$ cat config.mk
export PLATFORM = sky130hd
export DESIGN_NAME = fpu_sign_unit_flat
export DESIGN_NICKNAME = d
export VERILOG_FILES = /design/src/rtl/fpu_pkg.sv /design/src/rtl/fpu_sign_unit_if.sv /design/src/rtl/fsgn_core.sv /design/src/rtl/fpu_sign_unit.sv /design/src/flat_wrapper.sv
export SDC_FILE = /design/constraint.sdc
export NUM_CORES = 1
export LEC_CHECK = 0
export CELL_PAD_IN_SITES_DETAIL_PLACEMENT = 1
export CELL_PAD_IN_SITES_GLOBAL_PLACEMENT = 1
export CORE_UTILIZATION = 32
export CTS_BUF_LIST = sky130_fd_sc_hd__clkbuf_4
export DETAILED_ROUTE_END_ITERATION = 12
export HOLD_SLACK_MARGIN = 0.12
export PLACE_DENSITY = 0.79
export SLEW_MARGIN = 10
export SYNTH_ARGS = -nofsm -noshare
export SYNTH_HDL_FRONTEND = slang
export SYNTH_SLANG_ARGS = --single-unit
$ cat constraint.sdc
create_clock -name clk -period 2 [get_ports clk]
set_input_delay 0.3 -clock clk [delete_from_list [all_inputs] [get_ports clk]]
set_output_delay 0.3 -clock clk [all_outputs]
set_load 0.02 [all_outputs]
$ cat src/rtl/fpu_pkg.sv
// Shared definitions for the FP sign-manipulation / classification group:
// op codes, fclass bit positions and the IEEE-754 single field helpers.
package fpu_pkg;

  typedef enum logic [2:0] {
    OP_SGNJ  = 3'd0,
    OP_SGNJN = 3'd1,
    OP_SGNJX = 3'd2,
    OP_CLASS = 3'd3,
    OP_MV    = 3'd4
  } op_t;

  localparam int unsigned FCLASS_NEG_INF  = 0;
  localparam int unsigned FCLASS_NEG_NORM = 1;
  localparam int unsigned FCLASS_NEG_SUB  = 2;
  localparam int unsigned FCLASS_NEG_ZERO = 3;
  localparam int unsigned FCLASS_POS_ZERO = 4;
  localparam int unsigned FCLASS_POS_SUB  = 5;
  localparam int unsigned FCLASS_POS_NORM = 6;
  localparam int unsigned FCLASS_POS_INF  = 7;
  localparam int unsigned FCLASS_SNAN     = 8;
  localparam int unsigned FCLASS_QNAN     = 9;

  localparam logic [7:0] EXP_MAX = 8'hFF;

  // One-hot class of a single-precision word; NaNs carry no sign class.
  function automatic logic [9:0] fclass(input logic [31:0] x);
    logic        sign;
    logic [7:0]  expo;
    logic [22:0] mant;
    logic [9:0]  cls;
    sign = x[31];
    expo = x[30:23];
    mant = x[22:0];
    cls  = '0;
    if (expo == EXP_MAX) begin
      if (mant == '0) begin
        if (sign) cls[FCLASS_NEG_INF] = 1'b1;
        else      cls[FCLASS_POS_INF] = 1'b1;
      end else if (mant[22]) begin
        cls[FCLASS_QNAN] = 1'b1;
      end else begin
        cls[FCLASS_SNAN] = 1'b1;
      end
    end else if (expo == '0) begin
      if (mant == '0) begin
        if (sign) cls[FCLASS_NEG_ZERO] = 1'b1;
        else      cls[FCLASS_POS_ZERO] = 1'b1;
      end else begin
        if (sign) cls[FCLASS_NEG_SUB] = 1'b1;
        else      cls[FCLASS_POS_SUB] = 1'b1;
      end
    end else begin
      if (sign) cls[FCLASS_NEG_NORM] = 1'b1;
      else      cls[FCLASS_POS_NORM] = 1'b1;
    end
    return cls;
  endfunction

endpackage

$ cat src/rtl/fpu_sign_unit_if.sv
// Request/response handshake bundle between FP issue, the sign unit and
// the FP writeback arbiter.
interface fpu_sign_unit_if #(
  parameter int TAG_W = 5
);
  logic             req_valid;
  logic             req_ready;
  logic [2:0]       req_op;
  logic [TAG_W-1:0] req_tag;
  logic [31:0]      req_x1;
  logic [31:0]      req_x2;
  logic             resp_valid;
  logic             resp_ready;
  logic [TAG_W-1:0] resp_tag;
  logic [31:0]      resp_data;
  logic             resp_err;

  modport master (
    output req_valid, req_op, req_tag, req_x1, req_x2, resp_ready,
    input  req_ready, resp_valid, resp_tag, resp_data, resp_err
  );

  modport slave (
    input  req_valid, req_op, req_tag, req_x1, req_x2, resp_ready,
    output req_ready, resp_valid, resp_tag, resp_data, resp_err
  );
endinterface

$ cat src/rtl/fsgn_core.sv
// Combinational sign-injection / fclass / move datapath. Bit-exact: only
// bit 31 drives sign decisions, payloads pass through untouched.
module fsgn_core
  import fpu_pkg::*;
(
  input  logic [2:0]  op_i,
  input  logic [31:0] x1_i,
  input  logic [31:0] x2_i,
  output logic [31:0] data_o,
  output logic        err_o
);

  // Only the sign of x2 participates in any operation.
  logic unused_x2_mag;
  assign unused_x2_mag = ^x2_i[30:0];

  always_comb begin
    // NOTE: every output gets a default before the case so no path leaves
    // it unassigned, which would otherwise infer a latch.
    data_o = '0;
    err_o  = 1'b0;
    case (op_i)
      OP_SGNJ:  data_o = {x2_i[31], x1_i[30:0]};
      OP_SGNJN: data_o = {~x2_i[31], x1_i[30:0]};
      OP_SGNJX: data_o = {x1_i[31] ^ x2_i[31], x1_i[30:0]};
      OP_CLASS: data_o = {22'b0, fclass(x1_i)};
      OP_MV:    data_o = x1_i;
      default:  err_o  = 1'b1;
    endcase
  end

endmodule

$ cat src/rtl/fpu_sign_unit.sv
// Two-stage valid/ready pipeline around fsgn_core: S1 holds the request,
// S2 holds the result and drives the response bus straight from flops.
module fpu_sign_unit #(
  parameter int TAG_W = 5
) (
  input  logic          clk,
  input  logic          rst,
  fpu_sign_unit_if.slave bus
);

  logic             s1_valid_q, s1_valid_d;
  logic [2:0]       s1_op_q;
  logic [TAG_W-1:0] s1_tag_q;
  logic [31:0]      s1_x1_q;
  logic [31:0]      s1_x2_q;

  logic             s2_valid_q, s2_valid_d;
  logic [TAG_W-1:0] s2_tag_q;
  logic [31:0]      s2_data_q;
  logic             s2_err_q;

  logic             req_ready;
  logic             s1_load;
  logic             s2_load;
  logic [31:0]      core_data;
  logic             core_err;

  // resp_ready reaches req_ready combinationally: a retiring S2 frees room.
  assign req_ready  = !s1_valid_q || !s2_valid_q || bus.resp_ready;
  assign s1_load    = bus.req_valid && req_ready;
  assign s2_load    = s1_valid_q && (!s2_valid_q || bus.resp_ready);

  assign s1_valid_d = s1_load || (s1_valid_q && !s2_load);
  assign s2_valid_d = s2_load || (s2_valid_q && !bus.resp_ready);

  fsgn_core u_core (
    .op_i   (s1_op_q),
    .x1_i   (s1_x1_q),
    .x2_i   (s1_x2_q),
    .data_o (core_data),
    .err_o  (core_err)
  );

  always_ff @(posedge clk or posedge rst) begin
    if (rst) begin
      s1_valid_q <= 1'b0;
      s2_valid_q <= 1'b0;
      s2_tag_q   <= '0;
      s2_data_q  <= '0;
      s2_err_q   <= 1'b0;
    end else begin
      // NOTE: non-blocking assignments so every flop samples pre-edge values
      // regardless of statement order.
      s1_valid_q <= s1_valid_d;
      s2_valid_q <= s2_valid_d;
      if (s2_load) begin
        s2_tag_q  <= s1_tag_q;
        s2_data_q <= core_data;
        s2_err_q  <= core_err;
      end
    end
  end

  // NOTE: S1 payload is never observed without s1_valid_q, so it carries
  // no reset; only the valid bit and the visible S2 word are cleared.
  always_ff @(posedge clk) begin
    if (s1_load) begin
      s1_op_q  <= bus.req_op;
      s1_tag_q <= bus.req_tag;
      s1_x1_q  <= bus.req_x1;
      s1_x2_q  <= bus.req_x2;
    end
  end

  assign bus.req_ready  = req_ready;
  assign bus.resp_valid = s2_valid_q;
  assign bus.resp_tag   = s2_tag_q;
  assign bus.resp_data  = s2_data_q;
  assign bus.resp_err   = s2_err_q;

endmodule

$ cat src/flat_wrapper.sv
// flat-port wrapper written by rule: the top's interface ports become plain ports
module fpu_sign_unit_flat 
#(
  parameter int TAG_W = 5
)
  (clk, rst, bus_req_valid, bus_req_op, bus_req_tag, bus_req_x1, bus_req_x2, bus_resp_ready, bus_req_ready, bus_resp_valid, bus_resp_tag, bus_resp_data, bus_resp_err);
  fpu_sign_unit_if #(.TAG_W(TAG_W)) bus_i ();
  input  logic clk;
  input  logic rst;
  input wire logic [$bits(bus_i.req_valid)-1:0] bus_req_valid;
  input wire logic [$bits(bus_i.req_op)-1:0] bus_req_op;
  input wire logic [$bits(bus_i.req_tag)-1:0] bus_req_tag;
  input wire logic [$bits(bus_i.req_x1)-1:0] bus_req_x1;
  input wire logic [$bits(bus_i.req_x2)-1:0] bus_req_x2;
  input wire logic [$bits(bus_i.resp_ready)-1:0] bus_resp_ready;
  output wire logic [$bits(bus_i.req_ready)-1:0] bus_req_ready;
  output wire logic [$bits(bus_i.resp_valid)-1:0] bus_resp_valid;
  output wire logic [$bits(bus_i.resp_tag)-1:0] bus_resp_tag;
  output wire logic [$bits(bus_i.resp_data)-1:0] bus_resp_data;
  output wire logic [$bits(bus_i.resp_err)-1:0] bus_resp_err;
  assign bus_i.req_valid = bus_req_valid;
  assign bus_i.req_op = bus_req_op;
  assign bus_i.req_tag = bus_req_tag;
  assign bus_i.req_x1 = bus_req_x1;
  assign bus_i.req_x2 = bus_req_x2;
  assign bus_i.resp_ready = bus_resp_ready;
  assign bus_req_ready = bus_i.req_ready;
  assign bus_resp_valid = bus_i.resp_valid;
  assign bus_resp_tag = bus_i.resp_tag;
  assign bus_resp_data = bus_i.resp_data;
  assign bus_resp_err = bus_i.resp_err;
  fpu_sign_unit #(.TAG_W(TAG_W)) u_core (.clk(clk), .rst(rst), .bus(bus_i));
endmodule
## Yosys cells after proc, flatten, opt, wreduce, memory -nomap -nowiden

Index checks and enable logic that the tools add are counted.

- Bits in latches: 0
- Output and inout bits: 40
- Bits in read-only memories: 0
- Input bits: 76
- Word-level logic and storage cells: 51
- Memories kept: 0
- Bits in writable memories: 0
- Bits in registers: 112

- Shift-type cells: 0
- Bitwise logic cells: 2
- Div/mod/pow operators: 0
- Multiply operators: 0
- Order comparisons: 0
- Mux-type cells: 18
- Reduce and logical (&&, ||, !) cells: 17
- Equality and inequality tests: 5
- Add/subtract/negate cells: 0

Operator list:

| kind | number |
|---|---|
| one-hot mux 32 bit (5 select lines) | 1 |
| zero test 23 bit | 1 |
| two-way mux 1 bit | 12 |
| equality test 8 bit, second input constant | 1 |
| zero test 8 bit | 1 |
| equality test 3 x 2 -> 1 bit, second input constant | 2 |
| two-way mux 6 bit | 1 |
| logical OR 1 bit | 5 |
| OR reduction 5 bit | 1 |
| logical AND 1 bit | 4 |
| zero test 1 bit | 4 |
| two-way mux 2 bit | 2 |
| two-way mux 4 bit | 1 |
| equality test 3 x 1 -> 1 bit, second input constant | 1 |
| equality test 3 bit, second input constant | 1 |
| zero test 3 bit | 1 |
| two-way mux 3 bit | 1 |
| inverter 1 bit | 1 |
| bitwise XOR 1 bit | 1 |

## Logic depth before layout (Yosys ltp)

Gate-level depths: netlist (run 1).

- Depth after elaboration: 6
- Gate-level depth with buffers: 6
- Mapped depth without buffers: 4

## Hierarchy

From an unflattened synthesis (run 1), not the netlist that was laid out.

- Cell total of the unflattened synthesis: 234
- Area, all modules: 4219.0 µm²

By module, submodules not included:

| module | cells an instance | instances | area each (µm²) | seq. area each (µm²) |
|---|---|---|---|---|
| fpu_sign_unit | 161 | 1 | 3746.1 | 3163.0 |
| fsgn_core | 73 | 1 | 473.0 | 0.0 |

## Least setup slack after synthesis (run 1)

Ideal clock, no wire load.

- Path type: register -> register
- Start: register u_core.s2_valid_q (netlist: u_core.bus.resp_valid)
- End: register u_core.s1_op_q[0], enable pin
- Clock period less this slack: 2.293 ns
- Library setup time: 0.402 ns
- Buffers on the path: 0
- Cell stages (with the launch flop): 4
- Setup slack: -0.293 ns
- Arrival: 1.891 ns
- Required time: 1.598 ns
- Path through: dfrtp_1 -> nor2b_1 -> nand2_1 -> and2_1

- Longest elaborated chain between the ends: 4

Ends and longest elaborated chain:

| what | line | text |
|---|---|---|
| start: declaration | fpu_sign_unit.sv:17 | `logic s2_valid_q, s2_valid_d;` |
| start signal: assignment | fpu_sign_unit.sv:55 | `s2_valid_q <= s2_valid_d;` |
| zero test 1 bit | fpu_sign_unit.sv:29 | `assign req_ready = !s1_valid_q \|\| !s2_valid_q \|\| bus.resp_ready;` |
| logical OR 1 bit (2 in series) | fpu_sign_unit.sv:29 |  |
| named net bus_req_ready | flat_wrapper.sv:16 | `output wire logic [$bits(bus_i.req_ready)-1:0] bus_req_ready;` |
| logical AND 1 bit | fpu_sign_unit.sv:30 | `assign s1_load = bus.req_valid && req_ready;` |
| named net u_core.s1_load | fpu_sign_unit.sv:23 | `logic s1_load;` |
| end signal: assignment | fpu_sign_unit.sv:68 | `s1_op_q <= bus.req_op;` |
| end: declaration | fpu_sign_unit.sv:12 | `logic [2:0] s1_op_q;` |

The timed path passes the listed nets, and every way through them passes these cells.
A chain may end at the register's enable or synchronous reset.

## Final worst setup path (run 1)

- Start: register u_core.s2_valid_q (netlist: u_core.bus.resp_valid)
- End: output bus_req_ready

- Longest elaborated chain between the ends: 3

Ends and longest elaborated chain:

| what | line |
|---|---|
| zero test 1 bit | fpu_sign_unit.sv:29 |
| logical OR 1 bit (2 in series) | fpu_sign_unit.sv:29 |
| end: declaration | flat_wrapper.sv:16 |

Every way passes these cells.

==> results.md, run 1 <==
- Row cnt: 34
- Total core area: between 0.008 and 0.009 mm²
- Clk sinks: between 80 and 90
- Die Wd: roughly 98 µm
- Main combinational cell family by area after synthesis: compound AO/OA/AOI/OAI gates
- Post-Synthesis Cells: 183
- Post-Route Utilization: between 40% and 50%
- # fillers: between 900 and 1,000
- Most frequent cells in the layout: clkdlybuf4s50_1 (83), edfxtp_1 (41), dfrtp_1 (40)
- Clk root buf: clkbuf_4
- Initial antenna violation count: 0
- H-tree depth: 3
- Routed WL: roughly 6800 µm
- Warnings, synthesis: 0
- CTS tree: yes
- Setup TNS Final: 0 ns
- Crit path kind: flip-flop to output pin
- Drt drc: 6
- Post-Syn Area: 0.00298 mm²
- Fin cells: 390
- CTS buffer count: 9
- Worst vdd ir: between 400 and 500 µV
- Starting DRT DRC Count: 49
- Failing checks: design-rule violations
- Register area share after synthesis: between 70% and 80%
- Syn avg cell area: 16.3 µm²
- Fraction of synthesized area in multiplexers: around 2.2%
- Placer Congestion: roughly 0.76
- Die Span Y: 98.4 µm
- Final min period: about 1.8 ns
- R2R Path End: u_core.bus.resp_data[4]
- Layout cells sized above 1: 13.1%
- Critical path endpoint category: output pin
- Setup violators final: 0
- Grt total ovfl: 0
- CP required: about 1.7 ns
- Post-Synth XOR/XNOR Area: 0%
- Most common cell after layout, fill and taps aside: clkdlybuf4s50_1
- PnR worst setup slack: 0.238 ns
- WP data arrival: around 1.5 ns
- Synth Flop Type: edfxtp_1
- Area growth from synthesis to layout: 37.8%
- Leak: around 1.6 nW
- Status: complete, but fails checks
- Simple-Gate Fraction of Synth Area: 7.49%
- Pre-antenna DRT Iters: 10
- Number of synthesized flops with an enable pin: a little over 40
- Reg2reg start: u_core.s1_x1_q[22]
- Netlist cell types: 35
- Hpwl dp: about 4800 µm
- Final worst-path cycle share: about nine tenths
- Reg2Reg Depth: 4
- Fin. max-slew vios: 0
- RSZ-0062 raised after global routing: no
- Placement Setup Slack: just over 0.01 ns
- Die area: slightly below 0.01 mm²
- Antenna viol nets, final: 0
- Starting Density: between 30% and 40%
- Largest net degree at the start of global routing: a little over 40
- Reg2reg setup slack: a little under 0.3 ns
- Tightest Pin Transition: about 0.53 ns
- Max clock buf depth: 2
- Yosys reg bits: 81
- Setup Skew: approximately 0.017 ns
- PD cells: just under 900 mW/mm²
- CP max FO: 3
- Post-Synth Adder-Cell Area: 0.336%
- Boundary pin count: about 120
- Setup Buffers After CTS: 0
- Crit start category: flip-flop
- ANT cells: 0
- Min-Delay Path Class: input port to async pin
- Ys async rst share: between 40% and 50%
- Placed cell count: around 370
- Worst skew pair latency: approximately 0.41 ns
- Via count: ~1,900
- Relative slew slack: between 60% and 70%
- Syn nets: 259
- Post-layout nets: between 300 and 400
- Hold WS: approximately 0.32 ns
- Synth Area in Compound Gates: between 10% and 20%
- First-pass GRT wire length: 11,200 µm
- Vias in the first global route: between 2,000 and 2,500
- Worst-path clk slew: approximately 0.12 ns
- Cts repair resizes: 2
- Drt via density: around 5
- Total GRT Usage: 15.3%
- Final hold violation count: 0
- Max Cap Viol: 0
- Port bufs: 84
- FMAX: 567 MHz
- WL/cell: 17.5 µm
- CTS Hold Bufs: 0
## cells by family after synthesis
group                    count (synthesis)
flip-flops                              81
AO/OA/AOI/OAI                           48
AND/OR/NAND/NOR                         35
buffers and inverters                   12
multiplexers                             6
adder cells (fa/ha/maj)                  1
## worst max-delay path: stages, from the launching register on
cell and delay, ns:
dfrtp_1 0.39, nor2b_2 0.22, nand2_1 0.10, dlygate4sd2_1 0.34
## per-layer routing
metal	up-vias	share of wire (%)	global-route usage [%]
li1	900	-	-
met1	969	42	18.4
met2	66	50	25.9
met3	5	7.4	6.31
met4	0	0.78	3.10
met5	-	0	0
## sequential cells by signal, summed over array words and instances (netlist names), 3 cells and up
name and count:
u_core.bus.resp_tag 5, u_core.bus.resp_data 32, u_core.s1_op_q 3, u_core.s1_tag_q 5, u_core.s1_x1_q 32
## cell type report
cell class | count | area (µm²) | share of cell area (%)
inverter | 4 | 15.0 | 0.366
clock inverter | 7 | 43.8 | 1.07
clock buffer | 9 | 67.6 | 1.65
multi-input combinational | 90 | 678 | 16.5
timing repair buffer | 91 | 930 | 22.7
sequential | 81 | 2230 | 54.4
tap | 108 | 135 | 3.29
## cell usage after synthesis (3+ instances only)
| master | instances | area [µm²] |
|---|---|---|
| clkbuf_1 | 3 | 11.3 |
| nand2_1 | 6 | 22.5 |
| nor2_1 | 4 | 15.0 |
| o21ai_0 | 3 | 15.0 |
| edfxtp_1 | 41 | 1230 |
| a21oi_1 | 4 | 20.0 |
| o31ai_1 | 5 | 37.5 |
| a22o_1 | 20 | 175 |
| mux2_2 | 5 | 56.3 |
| nor4_1 | 5 | 31.3 |
| dfrtp_1 | 40 | 1000 |
| nand4_1 | 4 | 25.0 |
| nand2b_1 | 4 | 25.0 |
| a22oi_1 | 10 | 75.1 |
| inv_1 | 4 | 15.0 |
## per-stage QoR
| stage | power [mW] | cell area, µm² |
|---|---|---|
| 6_report | 3.62 | 4100 |
| 3_3_place_gp | 2.82 | 3990 |
| 5_1_grt | 3.79 | 4100 |
| 4_1_cts | 3.69 | 4100 |
| 2_1_floorplan | 2.42 | 2980 |
| 3_5_place_dp | 2.84 | 3990 |
## worst max path at each step
stage | from | end | slack, ns | depth (start not counted)
6_report | u_core.bus.resp_valid | bus_req_ready | 0.24 | 3
5_1_grt | u_core.bus.resp_valid | bus_req_ready | 0.1 | 3
4_1_cts | u_core.bus.resp_valid | bus_req_ready | 0.19 | 3
3_5_place_dp | bus_resp_ready | bus_req_ready | 0.01 | 4
3_3_place_gp | bus_resp_ready | bus_req_ready | 0.03 | 4
2_1_floorplan | u_core.bus.resp_valid | u_core.s1_op_q[0] | 0.14 | 3
## report_power, final
group          total [mW]  internal (mW)  switching, mW  leakage (nW)
logic               0.757          0.398          0.359         0.594
registers            2.04           1.94          0.108         0.902
clock network       0.820          0.255          0.565        0.0655
Power figures use the tool's default switching activity.
==> run 2, diff against run 1 <==
- CORE_UTILIZATION: 32 -> 31
- CTS_BUF_LIST: sky130_fd_sc_hd__clkbuf_4 -> sky130_fd_sc_hd__clkbuf_16
- PLACE_DENSITY: 0.79 -> 0.77
==> run 2 against run 1 <==
Against the previous run: combinational power fell by 0.7%; largest cell class unchanged; the flow now finishes without violations; power grew 31%; clock skew down 0.012 ns; highest routed layer unchanged; utilization rose by 0.64 points; routed wire length shrank 1.8%.
==> results.md, run 2 (synthesis gave the netlist of run 1 again) <==
- Setup violators final: 0 (unchanged)
- Worst vdd ir: 494 µV (was 470 µV)
- Max Cap Viol: 0 (unchanged)
- Die Span Y: 100 µm (was 98.4 µm)
- Largest net degree at the start of global routing: 42 (was 41)
- Fin area: 0.00436 mm² (was 0.00410 mm²)
- CTS buffer count: 9 (unchanged)
- Hpwl dp: 4720 µm (was 4820 µm)
- Area after DPL: 0.00400 mm² (was 0.00399 mm²)
- Setup TNS Final: 0 ns (unchanged)
- Post-Route Utilization: 47.0% (was 46.4%)
- CTS tree: yes (unchanged)
- Tightest Pin Transition: 0.536 ns (was 0.531 ns)
- Total core area: 0.00928 mm² (was 0.00885 mm²)
- CP max FO: 3 (unchanged)
- Worst skew pair latency: 0.33 ns (was 0.41 ns)
- Drt drc: 0 (was 6)
- CP Depth: 3 (unchanged)
- Sw frac: 22.9% (was 28.5%)
- Max clock buf depth: 2 (unchanged)
- Initial antenna violation count: 0 (unchanged)
- Relative slew slack: 64.3% (was 64.6%)
- Grt total ovfl: 0 (unchanged)
- Area growth from synthesis to layout: 46.6% (was 37.8%)
- Via count: 1,930 (was 1,940)
- Pint: 3.67 mW (was 2.59 mW)
- RSZ-0062 raised after global routing: no (unchanged)
- Slowest-stage cell, CP: clkdlybuf4s50_1 (was dfrtp_1)
- ANT cells: 0 (unchanged)
- Total GRT Usage: 14.8% (was 15.3%)
- P_sw: 1.09 mW (was 1.03 mW)
- Setup Skew: 0.00517 ns (was 0.0171 ns)
- Clk root buf: clkbuf_16 (was clkbuf_4)
- Most common cell after layout, fill and taps aside: clkdlybuf4s50_1 (unchanged)
- Setup Buffers After CTS: 0 (unchanged)
- Comb power frac: 15.8% (was 20.9%)
- Reg2reg setup slack: 0.28 ns (was 0.29 ns)
- Fin. max-slew vios: 0 (unchanged)
- Reg2reg start: u_core.s1_x1_q[22] (unchanged)
- Placed cell count: 395 (was 374)
- Pre-antenna DRT Iters: 4 (was 10)
- Min-Delay Path Class: input port to async pin (unchanged)
- Port bufs: 84 (unchanged)
- Fin cells: 410 (was 390)
- Crit path kind: flip-flop to output pin (unchanged)
- Seq pwr share: 43.0% (was 56.4%)
- Row cnt: 35 (was 34)
- Final worst-path cycle share: 95.6% (was 88.1%)
- WL/cell: 16.4 µm (was 17.5 µm)
- Crit path max-delay family: buffers and inverters (was flip-flops)
- FMAX: 523 MHz (was 567 MHz)
- Starting Density: 32.0% (was 33.6%)
- Status: finished, final reports clean (was complete, but fails checks)
- Crit start category: flip-flop (unchanged)
- # fillers: 940 (was 909)
- Drt via density: 4.71 (was 4.97)
- Layout cells sized above 1: 13.2% (was 13.1%)
- Worst setup path startpoint: u_core.bus.resp_valid (unchanged)
- Vias in the first global route: 2,145 (was 2,180)
- PD cells: 1090 mW/mm² (was 883 mW/mm²)
- Reg2Reg Depth: 4 (unchanged)
- Antenna viol nets, final: 0 (unchanged)
- Worst-path clk slew: 0.06 ns (was 0.12 ns)
- Die Wd: 100 µm (was 98.4 µm)
- Critical Path Max Stage Delay: 0.62 ns (was 0.39 ns)
- CP bufs+invs: 1 (unchanged)
- Final min period: 1.91 ns (was 1.76 ns)
- Clk sinks: 81 (unchanged)
- Hold WS: 0.424 ns (was 0.315 ns)
- H-tree depth: 3 (unchanged)
- Crit path cell chain: nor2b_2 > nand2_1 > clkdlybuf4s50_1 (was nor2b_2 > nand2_1 > dlygate4sd2_1)
- CTS Hold Bufs: 0 (unchanged)
- Starting DRT DRC Count: 70 (was 49)
- PnR worst setup slack: 0.0875 ns (was 0.238 ns)
- Most frequent cells in the layout: clkdlybuf4s50_1 (84), edfxtp_1 (41), dfrtp_1 (40) (was clkdlybuf4s50_1 (83), edfxtp_1 (41), dfrtp_1 (40))
- CP required: 1.70 ns (about the same)
- Design Power: 4.76 mW (was 3.62 mW)
- Clock network fraction of design power: 41.2% (was 22.6%)
- Cts repair resizes: 0 (was 2)
- WP data arrival: 1.61 ns (was 1.46 ns)
- Post-layout nets: 353 (unchanged)
- Routed WL: 6710 µm (was 6840 µm)
- Critical Path End: bus_req_ready (unchanged)
- Die area: 0.00999 mm² (was 0.00969 mm²)
- First-pass GRT wire length: 11,100 µm (was 11,200 µm)
- Placer Congestion: 0.751 (was 0.756)
- Placement Setup Slack: 0.0160 ns (was 0.0101 ns)
- Leak: 1.67 nW (was 1.56 nW)
- Final hold violation count: 0 (unchanged)
- Boundary pin count: 116 (unchanged)
- Critical path endpoint category: output pin (unchanged)
- R2R Path End: u_core.bus.resp_data[4] (unchanged)
[run 2: power groups by stage]
stage | Sequential, mW | Combinational (mW) | Clock, mW
after global placement | 2.07 | 0.745 | 0
after floorplan | 2.20 | 0.216 | 0
after detailed placement | 2.08 | 0.763 | 0
final | 2.05 | 0.752 | 1.96
after CTS | 2.05 | 0.764 | 2.02
after global routing | 2.07 | 0.805 | 2.09
[run 2: worst min path at each step]
stage | start | end | slack (ns) | depth (start not counted)
6_report | rst | u_core.bus.resp_data[28] | 0.42 | 3
3_5_place_dp | u_core.s1_tag_q[2] | u_core.bus.resp_tag[2] | 0.47 | 1
3_3_place_gp | u_core.s1_tag_q[4] | u_core.bus.resp_tag[4] | 0.46 | 1
4_1_cts | rst | u_core.bus.resp_err | 0.44 | 3
5_1_grt | rst | u_core.bus.resp_err | 0.48 | 3
2_1_floorplan | bus_req_op[0] | u_core.s1_op_q[0] | 0.40 | 0
[run 2: tightest hold or removal path, delay by kind of cell]
kind	cells	cell delay, ns
buf+inv	3	0.90
[run 2: metal layers]
layer | up-vias | GRT usage [%] | part of all wire (%)
met1 | 951 | 18.4 | 43
met3 | 16 | 4.53 | 5.8
li1 | 901 | - | -
met4 | 0 | 6.80 | 2.4
met2 | 62 | 23.8 | 49
met5 | - | 0 | 0
[run 2: final cells by class]
cell class / instances / area (µm²) / share of cell area (%)
Clock buffer: 9 / 225 / 5.16
Clock inverter: 6 / 133 / 3.04
Sequential cell: 81 / 2230 / 51.2
Timing Repair Buffer: 91 / 918 / 21.0
Inverter: 4 / 15.0 / 0.344
Tap cell: 129 / 161 / 3.70
Multi-Input combinational cell: 90 / 678 / 15.5
==> variant 1: new RTL, config.mk and constraints of run 1 <==
`TAG_W` is set to 5 in 3 places; all go to 4.
--- a/src/rtl/fpu_sign_unit_if.sv
+++ b/src/rtl/fpu_sign_unit_if.sv
@@ -3,3 +3,3 @@
 interface fpu_sign_unit_if #(
-  parameter int TAG_W = 5
+  parameter int TAG_W = 4
 );
--- a/src/rtl/fpu_sign_unit.sv
+++ b/src/rtl/fpu_sign_unit.sv
@@ -3,3 +3,3 @@
 module fpu_sign_unit #(
-  parameter int TAG_W = 5
+  parameter int TAG_W = 4
 ) (
--- a/src/flat_wrapper.sv
+++ b/src/flat_wrapper.sv
@@ -3,3 +3,3 @@
 #(
-  parameter int TAG_W = 5
+  parameter int TAG_W = 4
 )
Ports: changed (resized bus_req_tag and bus_resp_tag); port bits go from 116 to 114. No check against the original RTL was run, so the function may have changed too.
==> variant 1 against run 1 <==
- first-iteration DRC count shrank 33%
- area after synthesis fell by 3.9%
- sequential cell count fell by 2
- final area shrank 2.2%
- utilization fell by 0.13 points
- worst setup slack worse by 0.097 ns
- clock power rose by 16%
- wire length down 1.6%
- power up 1.3%
==> variant 1: results (changes against run 1) <==
stage,metric,value,unit,change
placed_design,hpwl,4650,µm,was 4820 µm
detailed_routing,dr.pass1.iters,4,,was 10
pwr,cellLeakagePower,1.52,nW,was 1.56 nW
yosys,synthTopCellsByCount,"40 x edfxtp_1, 39 x dfrtp_1, 20 x a22o_1",,"was 41 x edfxtp_1, 40 x dfrtp_1, 20 x a22o_1"
yosys,post_synth_num_cell_types,30,,was 35
yosys,synth-seq-area-share,76.1,%,was 75.0%
outcome,status,finished clean,,was finished with violations
worst_setup_path,crit_arrival,2.19,ns,was 1.46 ns
global_route,grt_util_met3,6.26,%,was 6.31%
placed_design,place.gp.congestion,0.761,,was 0.756
placed_design,io_buffers,82,,was 84
worst_setup_path,cp_max_fo,4,,was 3
worst_setup_path,slowest_delay,0.57,ns,was 0.39 ns
detailed_routing,wl_met1,2840,µm,was 2870 µm
worst_setup_path,critPathSlowestCell,or4_4,,was dfrtp_1
worst_setup_path,crit_end,u_core.bus.resp_data[2],,was bus_req_ready
worst_setup_path,rrSetupSlack,0.14,ns,was 0.29 ns
detailed_routing,met3_length,407,µm,was 504 µm
yosys,synth-async-reset-ratio,49.4,%,about the same
pwr,ir_drop,372,µV,was 470 µV
detailed_routing,via_count,1917,,was 1940
final_layout,drive_gt1_share,12.7,%,was 13.1%
worst_setup_path,cpLargestDelayFamily,simple AND/OR/NAND/NOR gates,,was flip-flops
detailed_routing,drt_iter0_markers,33,,was 49
global_route,grtUsageMet2,25.9,%,about the same
timing,clock_skew,0.0174,ns,was 0.0171 ns
global_route,grt_pass1_vias,2116,,was 2180
yosys,yosys-top-cells-area,"edfxtp_1 42%, dfrtp_1 34%, a22o_1 6.1%",,"was edfxtp_1 41%, dfrtp_1 34%, a22o_1 5.9%"
yosys,synth-edff-count,40,,was 41
timing,relSlewSlack,64.4,%,was 64.6%
detailed_routing,wl,6730,µm,was 6840 µm
worst_setup_path,r2r_start,u_core.s1_x1_q[26],,was u_core.s1_x1_q[22]
placed_design,placed_area,3870,µm²,was 3990 µm²
global_route,grt_pass1_wl,10600,µm,was 11200 µm
==> variant 1: power by group through the flow <==
| stage | Sequential, mW | Combinational, mW | Clock (mW) |
|---|---|---|---|
| after global routing | 2.01 | 0.776 | 1.08 |
| after global placement | 2.02 | 0.713 | 0 |
| after CTS | 1.99 | 0.734 | 1.00 |
| after floorplan | 2.14 | 0.192 | 0 |
| final | 1.99 | 0.722 | 0.955 |
| after detailed placement | 2.03 | 0.733 | 0 |
==> variant 1: through the flow <==
| step | setup WS (ns) | cells | hold slack, ns |
|---|---|---|---|
| floorplan | 0.185 | 178 | 0.399 |
| global placement | 0.0962 | 368 | 0.457 |
| detailed placement | 0.0409 | 368 | 0.475 |
| CTS | 0.123 | 384 | 0.303 |
| global route | 0.0374 | 384 | 0.339 |
| finish | 0.141 | 384 | 0.324 |
==> variant 1: repair_timing <==
action,CTS,global route
setup endpoints to repair,1,0
buffers inserted,0,0
resized for setup,1,0
==> variant 1: worst reg2reg max path, delay by kind of cell (launching register included) <==
kind / cells / cell delay, ns
DFF: 1 / 0.43
AOI/OAI and AO/OA: 1 / 0.15
and+or+nand+nor: 3 / 1.21
==> variant 1: cell type report <==
class / instances / area, µm²
fill: 892 / 4670
sequential: 79 / 2180
timing repair buffer: 89 / 897
multi-input combinational: 88 / 646
tap: 108 / 135
clock buffer: 11 / 82.6
clock inverter: 5 / 58.8
inverter: 4 / 15.0
==> variant 1: kinds of logic after synthesis <==
group	after synthesis	synth area share [%]
flops	79	76.1
compound gates	46	12.3
simple gates	36	7.83
buf+inv	11	1.49
mux	5	1.93
fa+ha+maj	1	0.350
==> variant 2: new RTL, settings of run 1 <==
Made on the original files. Make the reset (`rst`) synchronous in one clocked block.
--- a/src/rtl/fpu_sign_unit.sv
+++ b/src/rtl/fpu_sign_unit.sv
@@ -43,3 +43,3 @@
 
-  always_ff @(posedge clk or posedge rst) begin
+  always_ff @(posedge clk) begin
     if (rst) begin
Behaviour: differs if rst is asserted again (counterexample within 4 cycles, from zero or initial values and one cycle with rst high); with rst held inactive, the same outputs for 10 cycles.
==> variant 2 against run 1 <==
- via count increased by 24%
- largest cell class unchanged
- sequential cell count unchanged
- area after synthesis increased by 1.5%
- final area increased by 3.8%
- worst setup slack got worse by 0.14 ns
- sequential share of layout area decreased by 6.7 points
- wire length increased by 14%
Power is not compared: it rests on default switching activity, and its combinational part moved more than twofold at a synthesized area within 25%.
==> variant 2: results (changes against run 1) <==
stage,metric,value,unit,change
pwr,ir_drop,378,µV,
worst_hold_path,hp-class,in -> reg,,was in -> async
yosys,synthTopCellsByCount,"44 x nand2_1, 41 x edfxtp_1, 40 x dfxtp_1",,"was 41 x edfxtp_1, 40 x dfrtp_1, 20 x a22o_1"
detailed_routing,drt_iter0_markers,83,,was 49
final_layout,nNetsFinal,429,,was 353
final_layout,drive_gt1_share,10.1,%,was 13.1%
worst_setup_path,slowest_delay,0.61,ns,was 0.39 ns
timing,worstMarginPinSlew,0.552,ns,was 0.531 ns
global_route,grt_usage,16.8,%,was 15.3%
yosys,post_synth_num_cell_types,32,,was 35
detailed_routing,dr.pass1.iters,4,,was 10
cts,cts_buffer_depth,2,,unchanged
yosys,synth-edff-count,41,,unchanged
placed_design,placed_area,4080,µm²,was 3990 µm²
cts,path_clk_slew,0.14,ns,was 0.12 ns
worst_setup_path,cp_max_fo,4,,was 3
outcome,status,finished clean,,was finished with violations
yosys,synth-seq-area-share,67.3,%,was 75.0%
cts,cts_buffers,9,,unchanged
final_layout,nFillCells,1010,,was 909
global_route,grt_pass1_wl,12700,µm,was 11200 µm
global_route,grt_pass1_vias,2579,,was 2180
detailed_routing,wl_per_cell,16.6,µm,was 17.5 µm
cts,cts_root_buf,clkbuf_4,,unchanged
yosys,yosys-top-cells-area,"edfxtp_1 41%, dfxtp_1 27%, nand2_1 5.5%",,"was edfxtp_1 41%, dfrtp_1 34%, a22o_1 5.9%"
placed_design,hpwl,5560,µm,was 4820 µm
yosys,synth_flop_cell,edfxtp_1,,unchanged
pwr,cellLeakagePower,1.40,nW,
worst_setup_path,critPathSlowestCell,or4_4,,was dfrtp_1
detailed_routing,vias_per_cell,5.11,,was 4.97
yosys,syn_nets,337,,was 259
placed_design,dpl_worst_slack,0.116,ns,was 0.0101 ns
placed_design,dp.cells,452,,was 374
timing,clock_skew,0.0146,ns,was 0.0171 ns
detailed_routing,wl,7790,µm,was 6840 µm
placed_design,place.gp.congestion,0.719,,was 0.756
yosys,synth-async-reset-ratio,0,%,was 49.4%
timing,final.setup.worst_slack,0.0952,ns,was 0.238 ns
timing,holdWs,0.420,ns,was 0.315 ns
yosys,syn_inst,261,,was 183
## variant 2: timing repair
item                                    CTS  global route
gates cloned                              0             0
buffers inserted                          0             1
endpoints found under the setup margin    1             2
gates resized for setup                   1             1
## variant 2: cell type report
type,instances,area (µm²),area share [%]
flip-flops and latches,81,2030,47.7
repair buffers,97,987,23.2
multi-input cells,163,933,21.9
well taps,111,139,3.26
clock inverters,7,93.8,2.20
clock buffers,9,67.6,1.59
inverters,1,3.75,0.0882
## variant 2: where the power goes
part,switching (mW),internal (mW),leakage (nW)
clock,0.582,0.508,0.0856
sequential,0.0515,1.83,0.726
combinational,0.183,0.192,0.592
## variant 2: worst paths after layout
check,cells after the start,endpoint,start
max,4,u_core.bus.resp_data[2],u_core.s1_x1_q[26]
min,1,u_core.s1_x1_q[19],bus_req_x1[19]
max reg2reg,4,u_core.bus.resp_data[2],u_core.s1_x1_q[26]
min reg2reg,2,u_core.bus.resp_data[26],u_core.bus.resp_data[26]
## variant 2: logic make-up (layout without fill, tap and decap cells)
group | count (synthesis) | after routing | share of synthesized area [%]
buffers and inverters | 17 | 114 | 2.15
and+or+nand+nor | 103 | 103 | 17.1
muxes | 1 | 1 | 0.332
AOI/OAI and AO/OA | 59 | 59 | 13.1
DFF | 81 | 81 | 67.3
## variant 2: metal layers
metal | GRT usage [%] | vias to the layer above | share of wire [%]
met5 | 0 | - | 0
met4 | 6.33 | 0 | 2.1
met3 | 5.55 | 14 | 5.8
met2 | 28.6 | 56 | 48
met1 | 19.9 | 1164 | 44
li1 | - | 1162 | -
## variant 2: worst max-delay path: cells and delay by family (launching register included)
family,cells,cell delay [ns]
AO/OA/AOI/OAI,3,0.78
flip-flops,1,0.43
AND/OR/NAND/NOR,1,0.61
